===== src/rtl/uart_rx_stage_pkg.sv =====
// Shared definitions for the UART receive stage: FSM state encoding and
// oversampling constants.
package uart_rx_stage_pkg;

    typedef enum logic [1:0] {
        IDLE  = 2'b00,
        START = 2'b01,
        DATA  = 2'b10,
        STOP  = 2'b11
    } state_t;

    localparam int unsigned OVERSAMPLE = 16;
    localparam int unsigned START_MID  = 7;

endpackage


===== src/rtl/baud_tick_gen.sv =====
// Free-running mod-DVSR divider producing the 16x oversample tick.
module baud_tick_gen #(
    parameter int DVSR   = 326,
    parameter int DVSR_W = 9
) (
    input  logic clk,
    input  logic reset,
    output logic s_tick
);

    localparam logic [DVSR_W-1:0] LAST = DVSR_W'(DVSR - 1);

    logic [DVSR_W-1:0] cnt_q, cnt_d;

    always_comb begin
        cnt_d = (cnt_q == LAST) ? '0 : cnt_q + 1'b1;
    end

    always_ff @(posedge clk) begin
        if (reset) cnt_q <= '0;
        else       cnt_q <= cnt_d;
    end

    assign s_tick = (cnt_q == LAST);

endmodule


===== src/rtl/uart_rx_stage.sv =====
// 8N1 UART receiver: 2-flop input synchronizer, 16x oversampling FSM and
// registered byte/pulse outputs for direct connection to a byte FIFO.
module uart_rx_stage
    import uart_rx_stage_pkg::*;
#(
    parameter int DBIT    = 8,
    parameter int SB_TICK = 16,
    parameter int DVSR    = 326,
    parameter int DVSR_W  = 9
) (
    input  logic            clk,
    input  logic            reset,
    input  logic            rx,
    output logic [DBIT-1:0] dout,
    output logic            rx_done_tick,
    output logic            frame_err
);

    localparam int N_W = (DBIT > 1) ? $clog2(DBIT) : 1;

    logic [1:0]      sync_q;
    logic            rx_s;
    logic            s_tick;
    state_t          state_q, state_d;
    logic [3:0]      s_q, s_d;
    logic [N_W-1:0]  n_q, n_d;
    logic [DBIT-1:0] b_q, b_d;
    logic [DBIT-1:0] dout_q, dout_d;
    logic            done_q, done_d;
    logic            ferr_q, ferr_d;

    baud_tick_gen #(
        .DVSR   (DVSR),
        .DVSR_W (DVSR_W)
    ) u_baud (
        .clk    (clk),
        .reset  (reset),
        .s_tick (s_tick)
    );

    assign rx_s = sync_q[1];

    always_ff @(posedge clk) begin
        if (reset) state_q <= IDLE;
        else       state_q <= state_d;
    end

    // Pulses are computed combinationally and registered, so dout and its
    // strobe leave the block on the same clock edge.
    always_ff @(posedge clk) begin
        if (reset) begin
            sync_q <= 2'b11;
            s_q    <= '0;
            n_q    <= '0;
            b_q    <= '0;
            dout_q <= '0;
            done_q <= 1'b0;
            ferr_q <= 1'b0;
        end else begin
            sync_q <= {sync_q[0], rx};
            s_q    <= s_d;
            n_q    <= n_d;
            b_q    <= b_d;
            dout_q <= dout_d;
            done_q <= done_d;
            ferr_q <= ferr_d;
        end
    end

    always_comb begin
        state_d = state_q;
        s_d     = s_q;
        n_d     = n_q;
        b_d     = b_q;
        dout_d  = dout_q;
        done_d  = 1'b0;
        ferr_d  = 1'b0;
        unique case (state_q)
            IDLE: begin
                if (!rx_s) begin
                    s_d     = '0;
                    state_d = START;
                end
            end
            START: begin
                if (s_tick) begin
                    if (s_q == 4'(START_MID)) begin
                        if (!rx_s) begin
                            s_d     = '0;
                            n_d     = '0;
                            state_d = DATA;
                        end else begin
                            state_d = IDLE;
                        end
                    end else begin
                        s_d = s_q + 1'b1;
                    end
                end
            end
            DATA: begin
                if (s_tick) begin
                    if (s_q == 4'(OVERSAMPLE - 1)) begin
                        s_d = '0;
                        b_d = {rx_s, b_q[DBIT-1:1]};
                        if (n_q == N_W'(DBIT - 1)) state_d = STOP;
                        else                       n_d = n_q + 1'b1;
                    end else begin
                        s_d = s_q + 1'b1;
                    end
                end
            end
            STOP: begin
                if (s_tick) begin
                    if (s_q == 4'(SB_TICK - 1)) begin
                        dout_d  = b_q;
                        done_d  = rx_s;
                        ferr_d  = !rx_s;
                        state_d = IDLE;
                    end else begin
                        s_d = s_q + 1'b1;
                    end
                end
            end
            default: state_d = IDLE;
        endcase
    end

    assign dout         = dout_q;
    assign rx_done_tick = done_q;
    assign frame_err    = ferr_q;

endmodule

===== config.mk =====
export PLATFORM = sky130hd
export DESIGN_NAME = uart_rx_stage
export DESIGN_NICKNAME = d
export VERILOG_FILES = /design/src/rtl/uart_rx_stage_pkg.sv /design/src/rtl/baud_tick_gen.sv /design/src/rtl/uart_rx_stage.sv
export SDC_FILE = /design/constraint.sdc
export NUM_CORES = 1
export LEC_CHECK = 0
export BUFFER_PORTS_ARGS = -buffer_cell sky130_fd_sc_hd__clkbuf_2
export CELL_PAD_IN_SITES_DETAIL_PLACEMENT = 0
export CELL_PAD_IN_SITES_GLOBAL_PLACEMENT = 1
export CORE_MARGIN = 2
export CORE_UTILIZATION = 40
export CTS_BUF_LIST = sky130_fd_sc_hd__clkbuf_16
export DETAILED_ROUTE_END_ITERATION = 12
export GPL_ROUTABILITY_DRIVEN = 0
export GPL_TIMING_DRIVEN = 0
export PLACE_DENSITY_LB_ADDON = 0.1
export SYNTH_ARGS = -nofsm -noshare
export SYNTH_HDL_FRONTEND = slang
export SYNTH_SLANG_ARGS = --single-unit

===== constraint.sdc =====
create_clock -name clk -period 1.96 [get_ports clk]
set_input_delay 0.392 -clock clk [delete_from_list [all_inputs] [get_ports clk]]
set_output_delay 0.392 -clock clk [all_outputs]
set_load 0.05 [all_outputs]

==> impl_summary.md <==
Clock network
After clock tree synthesis, the clock-pin slew on the worst setup and hold paths is 0.05 ns. TritonCTS built the clock tree. The cts-stage hold buffer count is 0. The maximum buffer depth of the clock tree is 2. The clock tree synthesis step divided the H-tree into 2 levels. Clock tree synthesis inserted a total of 5 buffers. The library cell used as clock root buffer is sky130_fd_sc_hd__clkbuf_16.

The clock net in this run drives a total of 38 sinks. Clock latency on the worst-skew pair, taken at its later pin, is 0.27 ns.

Logic synthesis
Of the synthesized area, sequential elements account for 45.5%. The Yosys step of the flow raised 0 warnings. The synthesized area divided by synthesized cell count is 9.35 µm².

The unique cell type count in the Yosys netlist is 37. The synthesized area is 1670 µm². Counting flops and latches in the post-synthesis netlist gives 38. The number of nets in the synthesized netlist is 187. The gate count of the mapped netlist is 179.

STA
The final max-slew violation count was 0. The final critical path takes up 102% of the cycle. Between clock sinks in the finished design, the worst skew comes to 0.00353 ns.

Across all setup checks in the final design, the least slack found is -0.0463 ns. The hold violation count in the final report is 0. The number of failing setup endpoints in the final timing report is 2.

The maximum clock frequency is 498 MHz. Setup repair after global routing could not meet its margin everywhere. The worst slew margin relative to its limit is 69.5%. The accumulated negative setup slack is -0.0475 ns.

For the finished layout, the period the worst path requires is 2.01 ns. The actual slew at the worst max-slew pin is 0.457 ns.

Finish
The net count of the finished layout is 209. The finished cells cover 2010 µm². The leading cell type in the layout, fill and taps excluded is sky130_fd_sc_hd__dfxtp_1.

The post-route netlist has 19.4% of its cells at a drive strength greater than 1. The top cell types in the final layout, fill and taps aside, are sky130_fd_sc_hd__dfxtp_1 (36), sky130_fd_sc_hd__nor2_1 (28), sky130_fd_sc_hd__mux2i_1 (16). The number of diodes added for antenna fixing is 0. The area growth from synthesis to layout is 20.3%. Leaving out filler cells and counting taps, the final layout contains 251. The share of the core filled with cells is 50.3%.

Worst setup path
In this run the worst setup path terminates at n_q[0]. In this run the critical register-to-register path is captured at n_q[0]. The stage delay of the slowest cell on the critical path is 0.50 ns. The worst setup slack for register-to-register paths is -0.05 ns. The number of buffers and inverters on the critical path is 0. By instance count, the cell type seen most on the critical path is sky130_fd_sc_hd__ha_4.

The path depth of the worst reg2reg path is 6. Along the worst path, the maximum fanout reaches 5. Among cell families on the critical path, the largest total delay comes from simple AND/OR/NAND/NOR gates. The type of element launching the critical path is a register. At the worst endpoint, the required time is 2.16 ns. The data arrival time of the critical path is 2.21 ns. The critical setup path kind is reg2reg. In this run the worst setup path begins at n_q[0].

The signal on the critical path passes through ha_4 -> ha_4 -> or3b_1 -> a211o_1 -> or4_4 -> a21oi_2. The kind of end point of the critical path is a register. In this run the number of cells on the critical path is 6. The launch point of the worst reg-to-reg path is n_q[0]. For this design, the slowest cell found on the critical path is sky130_fd_sc_hd__or4_4.

Run status
The flow ran to the end, but the final reports show violations. The checks that failed: setup timing.

Hold path
In this run the most critical hold path is launched from rx. The path class of the tightest hold or removal check is in2reg.

Die
In this run the horizontal extent of the chip is 68.7 µm. The initial utilization of the core area, before any placement, comes to 41.8%. The floorplan die area is 4720 µm². The die is 68.7 µm tall. For this design the top-level I/O count stands at 13.

The placement row count is 23. The region available for standard cell placement spans 4000 µm².

Power and ir drop
The highest ir drop seen on vdd is 0.506 mV. Summed over all cells, the static leakage comes to 0.860 nW. The areal power density over the cells is 843 nW/µm².

Global routing
The number of global-route vias before repair is 1,250. The combined global-route utilization of all metal layers is 15.8%. Global routing finished with a remaining overflow of 0. The first-pass GRT wire length is 5440 µm. The number of antenna violations at the first check in global routing is 0. The pin count of the biggest net entering global routing is 12.

Routing
The number of iterations in the first detailed-routing pass is 4. The count of nets left with antenna violations once routing finished came out at 0. The final layout contains routed wiring with a total length of 3210 µm. In the final routed layout, each cell accounts on average for 12.8 µm. In the routed layout, each cell is associated on average with a via count of 5.16. The number of vias in the routed layout is 1,296. For this run, design rule violations remaining after detail routing come to 0. The detailed router finished its first iteration with 77 violations.

Run
Across the run, the number of max-cap violations was 0.

Placed design
The worst slack at placement is -0.0860 ns. Once placement finished, the instance area stood at 1800 µm². The half-perimeter wire length after placement is 2260 µm.

The cell total after placement is 241. The count of buffers added on input and output ports is 12.
-- flip-flops by register name, indices dropped and copies added (netlist names), named ones only --
| register | count |
|---|---|
| b_q | 8 |
| dout | 8 |
| frame_err | 1 |
| n_q | 3 |
| rx_done_tick | 1 |
| s_q | 4 |
| state_q | 1 |
| sync_q | 2 |
| u_baud.cnt_q | 9 |
-- what timing repair did --
action,CTS,global route
pin swaps,4,2
cloned,0,0
endpoints found under the setup margin,3,12
buffers inserted,1,2
gates resized for setup,8,1
-- where the power goes --
group | leakage [nW] | internal (W) | total (W) | switching (W)
clock network | 0.0773 | 0.000587 | 0.000863 | 0.000276
logic | 0.475 | 0.0000173 | 0.0000441 | 0.0000268
registers | 0.308 | 0.000781 | 0.000790 | 0.00000838
total | 0.860 | 0.00139 | 0.00170 | 0.000311
-- area by class of cell --
type	instances	area (µm²)
Sequential cell	38	763
Timing Repair Buffer	15	82.6
Buffer	8	33.8
Clock inverter	2	33.8
Clock buffer	5	125
Tap cell	50	62.6
Multi-Input combinational cell	127	890
Inverter	6	22.5
Fill cell	375	1990
-- Yosys cell counts --
library cell                number  area (µm²)
sky130_fd_sc_hd__a311oi_1        1        8.76
sky130_fd_sc_hd__nand2b_1        4        25.0
sky130_fd_sc_hd__and4_1          1        8.76
sky130_fd_sc_hd__or4_1           4        30.0
sky130_fd_sc_hd__or2_2           4        25.0
sky130_fd_sc_hd__o211ai_1        1        7.51
sky130_fd_sc_hd__clkbuf_1        5        18.8
sky130_fd_sc_hd__a211oi_1        1        7.51
sky130_fd_sc_hd__a31o_2          1        8.76
sky130_fd_sc_hd__or3b_1          3        26.3
sky130_fd_sc_hd__inv_1           6        22.5
sky130_fd_sc_hd__a211o_1         1        8.76
sky130_fd_sc_hd__and2_1          2        12.5
sky130_fd_sc_hd__o31ai_1         1        7.51
sky130_fd_sc_hd__mux2_2          1        11.3
sky130_fd_sc_hd__ha_1            5        62.6
sky130_fd_sc_hd__a21oi_1         6        30.0
sky130_fd_sc_hd__dfxtp_1        38         761
sky130_fd_sc_hd__xnor2_1         5        43.8
sky130_fd_sc_hd__nor4b_4         1        23.8
sky130_fd_sc_hd__nand2_1         8        30.0
sky130_fd_sc_hd__nand3_1         6        30.0
sky130_fd_sc_hd__o21ai_0         6        30.0
sky130_fd_sc_hd__nor3b_1         1        7.51
sky130_fd_sc_hd__or3b_2          1        8.76
sky130_fd_sc_hd__xor2_1          3        26.3
sky130_fd_sc_hd__a2111o_1        1        11.3
sky130_fd_sc_hd__nor4_1          1        6.26
sky130_fd_sc_hd__and4b_1         2        20.0
sky130_fd_sc_hd__o2bb2ai_1       2        17.5
sky130_fd_sc_hd__a31oi_1         1        6.26
sky130_fd_sc_hd__nor2b_1         1        6.26
sky130_fd_sc_hd__nor3_1          6        30.0
sky130_fd_sc_hd__nand4_1         2        12.5
sky130_fd_sc_hd__buf_2           3        15.0
sky130_fd_sc_hd__nor2_1         28         105
sky130_fd_sc_hd__mux2i_1        16         160
-- per-layer routing --
layer	GRT usage, %	routed length, µm	vias up
met5	0	0	-
met4	6.25	54	0
met3	5.52	87	6
met2	25.6	1540	10
met1	19.2	1520	618
li1	-	-	662
-- per-stage QoR --
stage	hold WS, ns	power [W]
after floorplan	0.389	0.000837
after detailed placement	0.397	0.000851
final	0.305	0.00170
after global placement	0.392	0.000849
after global routing	0.323	0.00177
after CTS	0.301	0.00172
-- logic make-up (layout without fill, tap and decap cells) --
family	count (synthesis)	in the layout	share of synthesized area (%)
XOR/XNOR	8	8	4.19
multiplexers	17	17	10.2
flip-flops	38	38	45.5
AO/OA/AOI/OAI	22	22	8.60
adder cells (fa/ha/maj)	5	5	3.74
buffers and inverters	14	36	3.37
AND/OR/NAND/NOR	75	75	24.4
-- worst min-delay path by stage --
stage / endpoint / cells past startpoint / slack (ns)
finish: sync_q[0] / 2 / 0.30
floorplan: sync_q[1] / 1 / 0.39
detailed placement: sync_q[1] / 1 / 0.40
global route: sync_q[0] / 2 / 0.32
CTS: sync_q[0] / 2 / 0.30
global placement: sync_q[1] / 1 / 0.39
(Power assumes the default switching activity.)
